==> src/rtl/mem_read_initiator.sv <==
// -----------------------------------------------------------------------------
// mem_read_initiator
// Requester side of the 16-bit addr/data read port of the memory hierarchy.
// Given a base address and a word count it issues one read at a time on
// mem_addr, samples mem_data a fixed RD_LATENCY cycles after the issue cycle,
// and presents each word on a valid/ready stream. A one-cycle done pulse marks
// the end of the burst.
//
// Build option:
//   MEM_RD_CHECKSUM_EN  defined   -> running 16-bit checksum of accepted words
//                       undefined -> no accumulator, checksum tied to zero
//
// Parameters:
//   RD_LATENCY  cycles from issue to the sampling edge (0 = combinational
//               responder, sampled at the end of the issue cycle)
//
// Ports:
//   clk        in   sole clock, rising edge
//   reset      in   synchronous, active-high
//   start      in   request a burst (honoured only while idle)
//   base_addr  in   first address of the burst, captured on start
//   count      in   number of words, captured on start
//   mem_addr   out  address to the responder (holds last issued while idle)
//   mem_rd     out  one-cycle read strobe in the issue cycle
//   mem_data   in   responder data
//   out_data   out  captured word
//   out_valid  out  out_data is valid
//   out_ready  in   downstream accepts when high with out_valid
//   busy       out  high in every state except idle
//   done       out  one-cycle pulse at burst end
//   checksum   out  running sum of the burst's accepted words
// -----------------------------------------------------------------------------
module mem_read_initiator #(
   parameter int RD_LATENCY = 0
) (
   input  logic        clk,
   input  logic        reset,
   input  logic        start,
   input  logic [15:0] base_addr,
   input  logic [15:0] count,
   output logic [15:0] mem_addr,
   output logic        mem_rd,
   input  logic [15:0] mem_data,
   output logic [15:0] out_data,
   output logic        out_valid,
   input  logic        out_ready,
   output logic        busy,
   output logic        done,
   output logic [15:0] checksum
);

   localparam int LAT_W = (RD_LATENCY > 1) ? $clog2(RD_LATENCY) : 1;
   localparam logic [LAT_W-1:0] LAT_LOAD =
      (RD_LATENCY > 0) ? LAT_W'(RD_LATENCY - 1) : {LAT_W{1'b0}};
   localparam logic COMB_RESP = (RD_LATENCY == 32'sd0) ? 1'b1 : 1'b0;

   typedef enum logic [2:0] {
      ST_IDLE  = 3'd0,
      ST_ISSUE = 3'd1,
      ST_WAIT  = 3'd2,
      ST_HOLD  = 3'd3,
      ST_DONE  = 3'd4
   } state_t;

   state_t            state_r, state_next_s;
   logic [15:0]       cur_addr_r, cur_addr_next_s;
   logic [15:0]       remaining_r, remaining_next_s;
   logic [LAT_W-1:0]  lat_cnt_r, lat_cnt_next_s;
   logic              start_take_s;
   logic              accept_s;
   logic              capture_s;

   // Next-state, burst bookkeeping and sampling decisions.
   always_comb begin
      state_next_s     = state_r;
      cur_addr_next_s  = cur_addr_r;
      remaining_next_s = remaining_r;
      lat_cnt_next_s   = lat_cnt_r;
      capture_s        = 1'b0;
      accept_s         = 1'b0;
      start_take_s     = 1'b0;
      case (state_r)
         ST_IDLE: begin
            if (start) begin
               start_take_s     = 1'b1;
               cur_addr_next_s  = base_addr;
               remaining_next_s = count;
               // An empty burst goes straight to the done pulse, no read.
               if (count != 16'd0) begin
                  state_next_s = ST_ISSUE;
               end else begin
                  state_next_s = ST_DONE;
               end
            end else begin
               state_next_s = ST_IDLE;
            end
         end
         ST_ISSUE: begin
            if (COMB_RESP) begin
               capture_s    = 1'b1;
               state_next_s = ST_HOLD;
            end else begin
               // Counter counts down to zero; the sample happens in the last WAIT.
               lat_cnt_next_s = LAT_LOAD;
               state_next_s   = ST_WAIT;
            end
         end
         ST_WAIT: begin
            if (lat_cnt_r == {LAT_W{1'b0}}) begin
               capture_s    = 1'b1;
               state_next_s = ST_HOLD;
            end else begin
               lat_cnt_next_s = lat_cnt_r - {{(LAT_W-1){1'b0}}, 1'b1};
            end
         end
         ST_HOLD: begin
            if (out_ready) begin
               accept_s = 1'b1;
               if (remaining_r == 16'd1) begin
                  state_next_s = ST_DONE;
               end else begin
                  state_next_s = ST_ISSUE;
               end
            end else begin
               state_next_s = ST_HOLD;
            end
         end
         ST_DONE: begin
            state_next_s = ST_IDLE;
         end
         default: begin
            state_next_s = ST_IDLE;
         end
      endcase
      if (accept_s) begin
         cur_addr_next_s  = cur_addr_r + 16'd1;
         remaining_next_s = remaining_r - 16'd1;
      end else begin
         cur_addr_next_s  = cur_addr_next_s;
      end
   end

   // State register, burst registers and registered outputs.
   always_ff @(posedge clk) begin
      if (reset) begin
         state_r     <= ST_IDLE;
         cur_addr_r  <= 16'd0;
         remaining_r <= 16'd0;
         lat_cnt_r   <= {LAT_W{1'b0}};
         mem_addr    <= 16'd0;
         mem_rd      <= 1'b0;
         out_data    <= 16'd0;
         out_valid   <= 1'b0;
         busy        <= 1'b0;
         done        <= 1'b0;
      end else begin
         state_r     <= state_next_s;
         cur_addr_r  <= cur_addr_next_s;
         remaining_r <= remaining_next_s;
         lat_cnt_r   <= lat_cnt_next_s;
         // mem_addr only moves on entering ISSUE, so it holds through WAIT/HOLD
         // and keeps the last issued address while idle.
         if (state_next_s == ST_ISSUE) begin
            mem_addr <= cur_addr_next_s;
         end
         if (capture_s) begin
            out_data <= mem_data;
         end
         mem_rd    <= (state_next_s == ST_ISSUE);
         out_valid <= (state_next_s == ST_HOLD);
         busy      <= (state_next_s != ST_IDLE);
         done      <= (state_next_s == ST_DONE);
      end
   end

`ifdef MEM_RD_CHECKSUM_EN
   logic [15:0] checksum_r;

   // Running checksum: cleared on an accepted start, summed on each handshake.
   always_ff @(posedge clk) begin
      if (reset) begin
         checksum_r <= 16'd0;
      end else if (start_take_s) begin
         checksum_r <= 16'd0;
      end else if (accept_s) begin
         checksum_r <= checksum_r + out_data;
      end
   end

   assign checksum = checksum_r;
`else
   assign checksum = 16'd0;
`endif

endmodule

==> config.mk <==
export PLATFORM = sky130hd
export DESIGN_NAME = mem_read_initiator
export DESIGN_NICKNAME = d
export VERILOG_FILES = /design/src/rtl/mem_read_initiator.sv
export SDC_FILE = /design/constraint.sdc
export NUM_CORES = 1
export LEC_CHECK = 0
export CELL_PAD_IN_SITES_DETAIL_PLACEMENT = 2
export CELL_PAD_IN_SITES_GLOBAL_PLACEMENT = 2
export CORE_UTILIZATION = 27
export DETAILED_ROUTE_END_ITERATION = 7
export GPL_TIMING_DRIVEN = 0
export PLACE_DENSITY_LB_ADDON = 0.08
export SETUP_SLACK_MARGIN = 0.1
export SYNTH_ARGS = -nofsm -noshare
export SYNTH_HDL_FRONTEND = slang
export SYNTH_SLANG_ARGS = --single-unit
export TNS_END_PERCENT = 1
==> constraint.sdc <==
create_clock -name clk -period 2.9 [get_ports clk]
set_input_delay 0.435 -clock clk [delete_from_list [all_inputs] [get_ports clk]]
set_output_delay 0.435 -clock clk [all_outputs]
set_load 0.05 [all_outputs]
==> results.md <==
- Run status: finished clean
- Multi-input combinational cell area: between 0.0015 and 0.002 mm^2
- Clock tree buffer depth: 2
- Pleak: approximately 1.8 nW
- CTS clk-pin slew, worst paths: 0.06 ns
- Routed wl met3: approximately 550 um
- Max-cap violations: 0
- Setup_tns: 0 ns
- Clock power frac: 22.8%
- Final ANT Viol Nets: 0
- Core area: 0.0121 mm^2
- Die ar.: between 0.01 and 0.015 mm^2
- EDFF count, synth: 0
- Buffers & Inverters on Critical Path: 0
- Routability cong.: between 0.7 and 0.8
- Initial core utilization: between 20% and 30%
- Max IR drop VDD: 0.000498 V
- Sw frac: between 40% and 50%
- Post-CTS setup buffer count: 0
- Largest net degree at the start of global routing: 13
- Period utilization: 93.0%
- Critical path capture point type: flip-flop
- Top post-synthesis cells by count: 71 x dfxtp_1, 50 x nor2_1, 29 x a21oi_1
- M1 WL: 5.29 mm
- Final setup margin: ~0.20 ns
- Syn Inst Count: around 380
- Synth async-reset ratio: 0%
- FILL cells: ~1400
- Top cell type by total area after synthesis: dfxtp_1
- DP Wirelength: 8.59 mm
- Max Fclk: 371 MHz
- Yosys top cell area share: 42.4%
- Synthesized cell area: ~0.0034 mm^2
- Pre-CTS WS: -0.0819 ns
- Synth warn: 0
- TritonCTS Buffers: 9
- Critical path type: reg -> reg
- TritonCTS clock tree: done
- CTS sink cnt: 71
- Crit-path cells: or4_4 -> or4_4 -> nor4_4 -> nor3b_2 -> nand2_2 -> mux2_1
- Top-count cell post-synth: dfxtp_1
- First-pass GRT wire length: about 19 mm
- FF+latch count, synth: a little over 70
- Max Used Layer: met4
- Storage cell area: 0.00142 mm^2
- Initial DRC count: 79
- Crit Path Max Fanout: 9
- Die height: between 100 and 150 um
- Clock Latency Late Sink: approximately 0.34 ns
- Final WL: 11.4 mm
- CTS H-Tree Depth: 3
- Critical Path Max Stage Delay: around 0.59 ns
- Top delay family on crit path: simple AND/OR/NAND/NOR gates
- Flop pwr share: 30.0%
- Critical Path RT: between 3 and 4 ns
- Relative slew slack: 48.2%
- Met2 wire length: about 5.5 mm
- Clk_skew: ~0.0057 ns
- Crit path DAT: 2.92 ns
- Vias in the first global route: approximately 3500
- Final count of hold timing violations: 0
- Slowest-stage cell, CP: or4_4
- Syn Area/Cell: ~9 um^2
- IO Count: about 100
- Crit path top cell by count: or4_4
- Ranking of synthesized cells by area: dfxtp_1 42%, nor2_1 5.6%, mux2i_1 4.8%, a21oi_1 4.3%, buf_4 3.6%
- GRT Total Usage: between 10% and 20%
- Vias after detailed routing: between 3000 and 4000
- Area grow syn2layout: 42.9%
- HP Class: reg -> reg
- Most used flip-flop cell after synthesis: dfxtp_1
- WL/cell: 17.2 um
- Gr ovfl total: 0
- Post-layout min period: between 2 and 3 ns
- Hold buffer count at cts: 0
- CP startpoint kind: flip-flop
- Least-Margin Pin Slew: a little under 0.8 ns
- Sequential-to-total area share from yosys stat: ~42%
- Die Span X: roughly 110 um
- P_sw: 0.00207 W
- Final nets: 550
- Remaining DRCs: 0
- Unique masters post-synth: 59
- Logic pwr share: a little under half
- IO buf count: between 80 and 90
- Clk root buf: clkbuf_16
- TritonRoute pass-1 iters: 4
- Ant. Diodes: 0
- Share of cells above drive strength 1: approximately 10%
- Internal power: between 0.002 and 0.003 W
- RSZ-0062 raised after global routing: true
- Slew Limit Fails: 0
- Final Util: just under 40%
- Final Setup Violations: 0
- Row count: 40
- Via density: 4.90
- Initial antenna violation count: 0
- Power Density: between 1000 and 1500 mW/mm^2
## kinds of logic (layout without fill, tap and decap cells)
logic type,count (synthesis),in the layout,share of synthesized area [%]
AND/OR/NAND/NOR,148,148,23.0
AO/OA/AOI/OAI,91,91,18.8
flip-flops,71,71,42.4
buffers and inverters,43,145,6.83
multiplexers,24,24,7.47
adder cells (fa/ha/maj),3,3,1.12
other,1,16,0.112
XOR/XNOR,1,1,0.261
## routing by layer
layer	GRT usage, %	vias up
met3	5.69	14
met4	5.79	0
met1	23.5	1602
met2	31.2	72
met5	0	-
li1	-	1580
## path summary, 6_finish.rpt
kind	cells past startpoint	from	slack (ns)	end
setup / recovery	6	remaining_r[4]$_SDFFE_PP0P_	0.20	mem_addr[2]$_SDFFE_PP0N_
hold / removal	2	mem_addr[15]$_SDFFE_PP0N_	0.49	mem_addr[15]$_SDFFE_PP0N_
setup reg to reg	6	remaining_r[4]$_SDFFE_PP0P_	0.20	mem_addr[2]$_SDFFE_PP0N_
hold reg to reg	2	mem_addr[15]$_SDFFE_PP0N_	0.49	mem_addr[15]$_SDFFE_PP0N_
## timing repair
action                                  in CTS  in global routing
pin swaps                                    0                  0
resized for setup                            1                  1
endpoints found under the setup margin       1                  4
endpoints found under the hold margin        0                  0
## flip-flops by register name, summed over array words and instances, names as in the netlist
register,flops
state_r,3
done,1
out_valid,1
out_data,16
mem_addr,16
mem_rd,1
cur_addr_r,16
remaining_r,16
busy,1
## metrics by stage
step / total power (W) / cell area (um^2) / std cells / hold slack, ns
floorplan: 0.00301 / 3410 / 397 / 0.468
detailed placement: 0.00376 / 4490 / 652 / 0.482
global placement: 0.00370 / 4490 / 652 / 0.468
CTS: 0.00490 / 4780 / 667 / 0.493
global route: 0.00512 / 4790 / 667 / 0.508
finish: 0.00483 / 4790 / 667 / 0.488
## power groups by stage
stage	Sequential, W	Clock [W]	Combinational (W)
6_report	0.00145	0.00110	0.00228
3_5_place_dp	0.00147	0	0.00229
3_3_place_gp	0.00145	0	0.00225
2_1_floorplan	0.00196	0	0.00105
5_1_grt	0.00149	0.00118	0.00246
4_1_cts	0.00145	0.00114	0.00231
## worst register-to-register path, cell delays in order (launching register included)
cell	delay, ns
dfxtp_1	0.37
or4_4	0.59
or4_4	0.56
nor4_4	0.31
nor3b_2	0.13
nand2_2	0.24
mux2_1	0.37
## final cells by class
class                      count  area share [%]
multi-input combinational    283            36.9
clock inverter                 5            1.23
tap                          168            4.39
inverter                       7           0.549
timing repair buffer          87            18.2
sequential                    71            29.7
buffer                        36            4.23
clock buffer                  10            4.78
## placed cells by master (no fill, tap or decap), types with 4 or more instances in the layout
cell type / Yosys / final
clkdlybuf4s50_1: 0 / 87
dfxtp_1: 71 / 71
nor2_1: 50 / 50
a21oi_1: 29 / 29
nand2_1: 22 / 22
clkbuf_1: 18 / 19
mux2i_1: 16 / 16
buf_4: 16 / 16
conb_1: 1 / 16
o21ai_0: 12 / 12
o211ai_1: 9 / 9
nor4_1: 9 / 9
nand2b_1: 9 / 9
nor3_1: 9 / 9
nor2b_1: 9 / 9
clkbuf_16: 0 / 9
nand3_1: 8 / 8
inv_1: 7 / 7
and3_1: 7 / 7
a22oi_2: 6 / 6
a31oi_1: 5 / 5
mux2_1: 5 / 5
nand4_1: 4 / 4
Power figures use the tool's default switching activity.
